===== config.mk =====
export PLATFORM = sky130hd
export DESIGN_NAME = ddr_rx_word_packer
export DESIGN_NICKNAME = d
export VERILOG_FILES = /design/src/rtl/ddr_rx_word_packer.sv
export SDC_FILE = /design/constraint.sdc
export NUM_CORES = 1
export LEC_CHECK = 0
export CAP_MARGIN = 20
export CORE_MARGIN = 8
export CORE_UTILIZATION = 50
export CTS_BUF_LIST = sky130_fd_sc_hd__clkbuf_8
export DETAILED_ROUTE_END_ITERATION = 8
export GPL_TIMING_DRIVEN = 1
export PLACE_DENSITY = 0.72
export SLEW_MARGIN = 0
export SYNTH_ARGS = -nofsm -noshare
export SYNTH_HDL_FRONTEND = slang
export SYNTH_SLANG_ARGS = --single-unit

===== constraint.sdc =====
create_clock -name i_sys_clk -period 2.7 [get_ports i_sys_clk]
set_input_delay 0.27 -clock i_sys_clk [delete_from_list [all_inputs] [get_ports i_sys_clk]]
set_output_delay 0.27 -clock i_sys_clk [all_outputs]
set_load 0.02 [all_outputs]

===== src/rtl/ddr_rx_word_packer.sv =====
// Packs HDR-DDR rx data bytes into parity-checked 16-bit words, queues them in a small FIFO,
// and checks the frame CRC5 (x^5+x^2+1, init 5'h1F, MSB first) at frame end.
module ddr_rx_word_packer #(
    parameter int DEPTH  = 4,
    parameter int ADDR_W = 2
) (
    input  logic        i_sys_clk,
    input  logic        i_sys_rst,
    input  logic        i_frame_start,
    input  logic        i_abort,
    input  logic        i_byte_valid,
    input  logic [7:0]  i_byte,
    input  logic        i_par_valid,
    input  logic [1:0]  i_par,
    input  logic        i_crc_valid,
    input  logic [4:0]  i_crc,
    input  logic        i_word_ready,
    output logic        o_word_valid,
    output logic [15:0] o_word_data,
    output logic        o_word_par_err,
    output logic [4:0]  o_crc_value,
    output logic        o_par_err,
    output logic        o_crc_err,
    output logic        o_proto_err,
    output logic        o_overflow,
    output logic        o_frame_done,
    output logic [2:0]  dbg_state
);

    // Read side handshake: the head word transfers on any cycle where
    // o_word_valid and i_word_ready are both high; o_word_valid never drops without a pop or abort.

    typedef enum logic [2:0] {
        S_IDLE = 3'd0,
        S_HI   = 3'd1,
        S_LO   = 3'd2,
        S_PAR  = 3'd3,
        S_DONE = 3'd4
    } state_t;

    localparam logic [4:0]      CRC_INIT = 5'h1F;
    localparam logic [ADDR_W:0] CNT_ONE  = (ADDR_W + 1)'(1);
    localparam logic [ADDR_W:0] CNT_FULL = (ADDR_W + 1)'(DEPTH);
    localparam logic [ADDR_W-1:0] PTR_ONE = ADDR_W'(1);

    state_t state;
    logic [7:0]  hi_byte;
    logic [7:0]  lo_byte;
    logic [4:0]  crc;
    logic        push_pend;
    logic [16:0] push_entry;

    logic [16:0]       mem [DEPTH];
    logic [ADDR_W-1:0] wr_ptr;
    logic [ADDR_W-1:0] rd_ptr;
    logic [ADDR_W:0]   count;

    logic        acc_byte;
    logic        acc_par;
    logic        acc_crc;
    logic        proto;
    logic [15:0] word;
    logic [1:0]  exp_par;
    logic        fifo_pop;
    logic        fifo_full;
    logic        fifo_wr;

    function automatic logic [4:0] crc5_byte(input logic [4:0] c, input logic [7:0] d);
        logic [4:0] r;
        r = c;
        for (int i = 7; i >= 0; i--) begin
            if (r[4] ^ d[i]) r = {r[3:0], 1'b0} ^ 5'h05;
            else             r = {r[3:0], 1'b0};
        end
        return r;
    endfunction

    always_comb begin
        acc_byte  = i_byte_valid && (state == S_HI || state == S_LO);
        acc_crc   = i_crc_valid && (state == S_HI) && !acc_byte;
        acc_par   = i_par_valid && (state == S_PAR);
        proto     = (i_byte_valid && !acc_byte) || (i_par_valid && !acc_par) ||
                    (i_crc_valid && !acc_crc);
        word      = {hi_byte, lo_byte};
        exp_par   = {^(word & 16'hAAAA), ~^(word & 16'h5555)};
        fifo_pop  = (count != '0) && i_word_ready;
        fifo_full = (count == CNT_FULL);
        fifo_wr   = push_pend && (!fifo_full || fifo_pop);
    end

    // Storage is not reset; the output side is gated by o_word_valid instead.
    always_ff @(posedge i_sys_clk) begin
        if (fifo_wr) mem[wr_ptr] <= push_entry;
    end

    always_ff @(posedge i_sys_clk) begin
        if (i_sys_rst) begin
            state        <= S_IDLE;
            hi_byte      <= '0;
            lo_byte      <= '0;
            crc          <= CRC_INIT;
            push_pend    <= 1'b0;
            push_entry   <= '0;
            wr_ptr       <= '0;
            rd_ptr       <= '0;
            count        <= '0;
            o_par_err    <= 1'b0;
            o_crc_err    <= 1'b0;
            o_proto_err  <= 1'b0;
            o_overflow   <= 1'b0;
            o_frame_done <= 1'b0;
        end else begin
            o_par_err    <= 1'b0;
            o_crc_err    <= 1'b0;
            o_proto_err  <= 1'b0;
            o_frame_done <= 1'b0;
            push_pend    <= 1'b0;

            // Clear precedes the FIFO update so a same-cycle drop still leaves the flag set.
            if (!i_abort && i_frame_start) o_overflow <= 1'b0;

            if (i_abort) begin
                wr_ptr <= '0;
                rd_ptr <= '0;
                count  <= '0;
            end else begin
                if (fifo_wr) wr_ptr <= wr_ptr + PTR_ONE;
                if (push_pend && fifo_full && !fifo_pop) o_overflow <= 1'b1;
                if (fifo_pop) rd_ptr <= rd_ptr + PTR_ONE;
                if (fifo_wr && !fifo_pop)      count <= count + CNT_ONE;
                else if (!fifo_wr && fifo_pop) count <= count - CNT_ONE;
            end

            if (i_abort) begin
                state <= S_IDLE;
                crc   <= CRC_INIT;
            end else if (i_frame_start) begin
                state <= S_HI;
                crc   <= CRC_INIT;
            end else begin
                o_proto_err <= proto;
                case (state)
                    S_HI: begin
                        if (acc_byte) begin
                            hi_byte <= i_byte;
                            crc     <= crc5_byte(crc, i_byte);
                            state   <= S_LO;
                        end else if (acc_crc) begin
                            o_crc_err    <= (i_crc != crc);
                            o_frame_done <= 1'b1;
                            state        <= S_DONE;
                        end
                    end
                    S_LO: begin
                        if (acc_byte) begin
                            lo_byte <= i_byte;
                            crc     <= crc5_byte(crc, i_byte);
                            state   <= S_PAR;
                        end
                    end
                    S_PAR: begin
                        if (acc_par) begin
                            o_par_err  <= (i_par != exp_par);
                            push_pend  <= 1'b1;
                            push_entry <= {(i_par != exp_par), word};
                            state      <= S_HI;
                        end
                    end
                    S_DONE:  state <= S_IDLE;
                    default: state <= S_IDLE;
                endcase
            end
        end
    end

    assign o_word_valid   = (count != '0);
    assign o_word_data    = o_word_valid ? mem[rd_ptr][15:0] : 16'h0000;
    assign o_word_par_err = o_word_valid ? mem[rd_ptr][16] : 1'b0;
    assign o_crc_value    = crc;
    assign dbg_state      = state;

endmodule

=== After elaboration in Yosys (flattened, before gate mapping) ===
Memories as Yosys holds them, arrays and structs flattened. A register that Yosys moved wholly into a read port is not among the register bits.
Index checks and enable logic that the tools add are counted.

* Register bits: 54
* RAM bits: 68
* Input port bits: 23
* Output and inout port bits: 31
* Word-level logic and storage cells: 217
* Memories kept: 1

{| class="wikitable"
|+ Memories
! name !! depth !! width !! rd ports !! clocked after memory_dff !! wr ports !! line !! source
|-
| mem || 4 || 17 || 1 || 1 || 1 || 53 || <nowiki>logic [16:0] mem [DEPTH];</nowiki>
|}

* $add $sub $neg: 4
* Equality and inequality tests: 13
* Multiplexer cells: 106
* Bitwise logic cells: 36
* Reductions and logical operators: 42

{| class="wikitable"
|+ Operator list
! operator !! count
|-
| 5-bit 2-to-1 mux || 71
|-
| 3-bit 2-to-1 mux || 21
|-
| 2-bit NOT || 15
|-
| 16-bit 2-to-1 mux || 1
|-
| 16-bit XNOR reduction || 1
|-
| 16-bit parity || 1
|-
| 1-bit XOR || 15
|-
| 1-bit logical AND || 14
|-
| 4-bit AND reduction || 3
|-
| 5-bit case mux with 2 select lines || 1
|-
| 5-bit OR reduction || 2
|-
| 1-bit 2-to-1 mux || 9
|-
| 3-bit inequality test (second input constant) || 3
|-
| 3-bit case mux with 3 select lines || 1
|-
| 3-bit AND reduction || 3
|-
| 1-bit logical NOT || 7
|-
| 3-bit by 2-bit equality test with 1-bit output (second input constant) || 2
|-
| 2-bit inequality test (second input constant) || 3
|-
| 1-bit NOT || 6
|-
| 6-bit OR reduction || 1
|-
| 5-bit inequality test || 1
|-
| 2-bit by 1-bit adder with 2-bit output (second input constant) || 2
|-
| 1-bit logical OR || 4
|-
| 2-bit 2-to-1 mux || 2
|-
| other kinds (11) || 12
|}

=== Longest topological paths before layout ===
* Word-level depth: 54
* Mapped depth: 9
* Mapped depth without buffers: 8

=== Worst setup path before layout ===
Ideal clock, no wire load.

* Path kind: reg-to-reg
* Start point: register count[0]
* End point: register count[2]
* Library setup time: 70 ps
* Data arrival time: 2153 ps
* Data required time: 2630 ps
* Slack: 477 ps
* Cell stages (with the launch flop): 10
* Buffers on the path: 1
* Period minus slack after synthesis: 2223 ps
* Cells stage by stage: dfxtp_1 > or3_1 > clkbuf_1 > nand2_1 > ha_1 > inv_1 > fa_1 > xor2_1 > or3_1 > a21oi_1

* Cells in the longest elaborated chain, start to end: 7
* Elaborated cells between the ends (all ways): 15
* Those cells by class: add/sub: 2; eq/ne: 1; mux: 2; reduce/logical: 10

{| class="wikitable"
|+ Ends and longest elaborated chain
! what !! line !! source
|-
| start, declared || 56 || <nowiki>logic [ADDR_W:0] count;</nowiki>
|-
| start signal, assigned || 130 || <nowiki>if (fifo_wr && !fifo_pop) count <= count + CNT_ONE;</nowiki>
|-
| start signal, assigned || 131 || <nowiki>else if (!fifo_wr && fifo_pop) count <= count - CNT_ONE;</nowiki>
|-
| branches (longest 7 deep; another with 3-bit by 1-bit subtractor with 3-bit output) || n/a ||
|}

Parallel ways; which one is timed is not known. The select of a mux whose other input is x is not followed.
A chain may end at the register's enable or synchronous reset.

==> results.cfg <==
[status]
status = finished, final reports clean

[synth]
syn-instance-count = 379
yosysWarnings = 0
yosysUniqueCellTypes = 42
syn_area_mm2 = 0.00512
synth-seq-cells = 124
synth_fp_nets = 408
synthSimpleGateAreaFrac_pct = 11.3
synth_async_sr_flop_share_pct = 0
synth-edff-count = 68
synth_seq_area_share_pct = 61.8
synth_fa_ha_area_share_pct = 1.61
synth-compound-area-share_pct = 3.96
synth_mux_area_share_pct = 11.4
synth_top_family_by_area = multiplexers
synthFlopType = edfxtp_1
synthXorXnorAreaFrac_pct = 7.65
syn_area_per_cell_um2 = 13.5

[worst_setup_path]
r2r_setup_slack_ns = 0.52
start_kind = flop
cp_max_fo = 17
critPathBufInv = 2
r2r_cells = 8
crit_arrival_ns = 2.24
crit_type = flop to primary output
r2r-end = count[2]
slowest_delay_ns = 0.54
rr_startpoint = count[0]
setup.worst_path.end_class = primary output
critical_path.top_delay_family = buffers and inverters
cp_slowest_cell = mux4_2
crit_chain = buf_6, mux4_2, and2_1, clkdlybuf4s50_1
cp.required_ns = 2.43

[timing]
drv_slew = 0
fmax_ghz = 0.398
rsz0062_at_grt = no
period_needed_ns = 2.51
fin_hold_ws_ns = 0.488
setup_viol = 0
hold_viol = 0
skew_ns = 0.00979
timing.setup.tns_ns = 0
worst_pin_slew_ns = 0.836
fin_crit_sh_pct = 93.0
slew_headroom_pct = 44.3

[worst_hold_path]
hold_depth = 2
worstHoldEndpoint = push_entry[14]
min_from = hi_byte[6]
hp-class = flop to flop

[clock_network]
clock_path_buffers = 2
insertion_delay_ns = 0.42
cts_buffers = 17
cts_sinks = 124
cts.clk_slew.worst_paths_ns = 0.08
cts_hold_buf = 0
h-tree-depth = 4
cts_tree = built
cts-root-buf = clkbuf_8

[cells_and_area]
drive_above_1_share_pct = 12.9
fin_cells = 587
area_growth_pct = 20.8
diodes = 0
layout.nets = 467
fin_area_mm2 = 0.00618

[route]
via_per_inst = 5.06
drt_iter0_drc = 113
routed_wl_um = 9020
ant_nets = 0
drt-pass1-iter-count = 4
route.detailed.drc = 0
dr_total_vias = 2968
wire_per_inst_um = 15.4

[pwr]
leakagePower_nw = 2.28
ir_worst_vdd_mv = 0.279
power_mw = 3.71
p_per_area_mw_per_mm2 = 600

[place]
placed_cells = 555
placed_cell_area_mm2 = 0.00578
place_hpwl_um = 6390
port-buffer-count = 53
place.gp.congestion = 0.802

[die]
io_pins = 54
start_util_pct = 50.5
die-area_mm2 = 0.0137
die_w_um = 117
die_y_um = 117
rows = 37
core-area_mm2 = 0.0101

[grt]
grt_pass1_vias = 3074
grtUsageMet3_pct = 5.08
gr-usage-met1_pct = 16.4
busiest_layer = met2
grt_max_degree = 39
grt_pass1_wl_um = 14700
grt-ovfl-total = 0
antenna_found_initial = 0
grt_util_met2_pct = 23.7
grt_usage_pct = 14.2

[flow_run]
maxCapViolations = 0
-- routing by layer --
metal	vias up	share of wire [%]
met1	1407	44
met4	0	0.83
met3	7	6.0
li1	1484	-
met2	70	49
met5	-	0
-- worst max path at each step --
stage / from / to / slack (ns) / cells past startpoint
CTS: flop / o_word_data[13] / 0.06 / 4
finish: flop / o_word_data[13] / 0.19 / 4
detailed placement: i_word_ready / count[2] / 0.32 / 9
global placement: i_word_ready / count[2] / 0.39 / 9
floorplan: count[0] / count[2] / 0.48 / 9
global route: flop / o_word_data[5] / 0.06 / 4
-- stage by stage --
step / setup slack (ns) / utilization [%]
after floorplan: 0.477 / -
after global placement: 0.392 / 57.0
after detailed placement: 0.321 / 57.0
after CTS: 0.0630 / 60.9
after global routing: 0.0576 / 61.0
final: 0.189 / 61.0
-- placed cells by master, fill, tap and decap left out, types with 4 or more instances in the layout --
cell / count
a21oi_1: 24
and2_1: 21
buf_4: 6
clkbuf_8: 17
clkdlybuf4s50_1: 53
clkinv_4: 5
dfxtp_1: 56
edfxtp_1: 68
ha_1: 5
inv_1: 6
mux2i_1: 20
mux4_2: 17
nand2_1: 36
nand3_1: 5
nor2_1: 29
o21ai_0: 5
xnor2_1: 17
xnor3_1: 4
xor2_1: 12
-- tightest hold or removal path, delay by kind of cell, from the launching register on --
| kind | cells | cell delay, ns |
|---|---|---|
| flip-flops | 1 | 0.33 |
| AO/OA/AOI/OAI | 1 | 0.05 |
| AND/OR/NAND/NOR | 1 | 0.06 |
-- final cells by class --
type	count	area, um2
clock buffers	17	234
clock inverters	15	165
well taps	136	170
repair buffers	60	587
multi-input cells	229	1840
inverters	6	22.5
fillers	768	3960
flip-flops and latches	124	3160
-- synthesized netlist by cell type, types with 2 or more instances --
master	count	area, um2
o21ai_0	5	25.0
and2_1	21	131
nor4b_1	2	17.5
xor3_1	2	47.6
a21oi_1	24	120
mux4_2	17	383
clkbuf_1	15	56.3
edfxtp_1	68	2040
nor2_1	29	109
dfxtp_1	56	1120
nand3b_1	3	22.5
xnor2_1	17	149
and4_1	2	17.5
nor3_1	2	10.0
nor3b_1	2	15.0
xnor3_1	4	90.1
ha_1	5	62.6
buf_6	2	22.5
nand2_1	36	135
nor4_1	2	12.5
mux2i_1	20	200
buf_2	3	15.0
inv_1	6	22.5
or3_1	3	18.8
xor2_1	12	105
nand3_1	5	25.0
-- report_power, final --
group          switching (mW)  internal [mW]
Clock                   0.759          0.836
Sequential            0.00449           1.97
Combinational          0.0640         0.0725
-- repair_timing --
action,4_1_cts,5_1_grt
setup endpoints to repair,0,3
gates resized for setup,0,1
setup buffers,0,0
-- registers in the layout (all words and copies together), names as in the netlist, 2 cells and up, named ones only --
register,count
rd_ptr,2
o_crc_value,5
hi_byte,8
count,3
wr_ptr,2
lo_byte,8
push_entry,17
mem,68
dbg_state,3
-- cells by family (layout without fill, tap and decap cells) --
| kind of cell | count (synthesis) | in the layout |
|---|---|---|
| XOR/XNOR | 35 | 35 |
| adder cells (fa/ha/maj) | 6 | 6 |
| AND/OR/NAND/NOR | 115 | 115 |
| flip-flops | 124 | 124 |
| buffers and inverters | 26 | 98 |
| AO/OA/AOI/OAI | 36 | 36 |
| multiplexers | 37 | 37 |
Note: power is estimated with default switching activity, not from simulation.
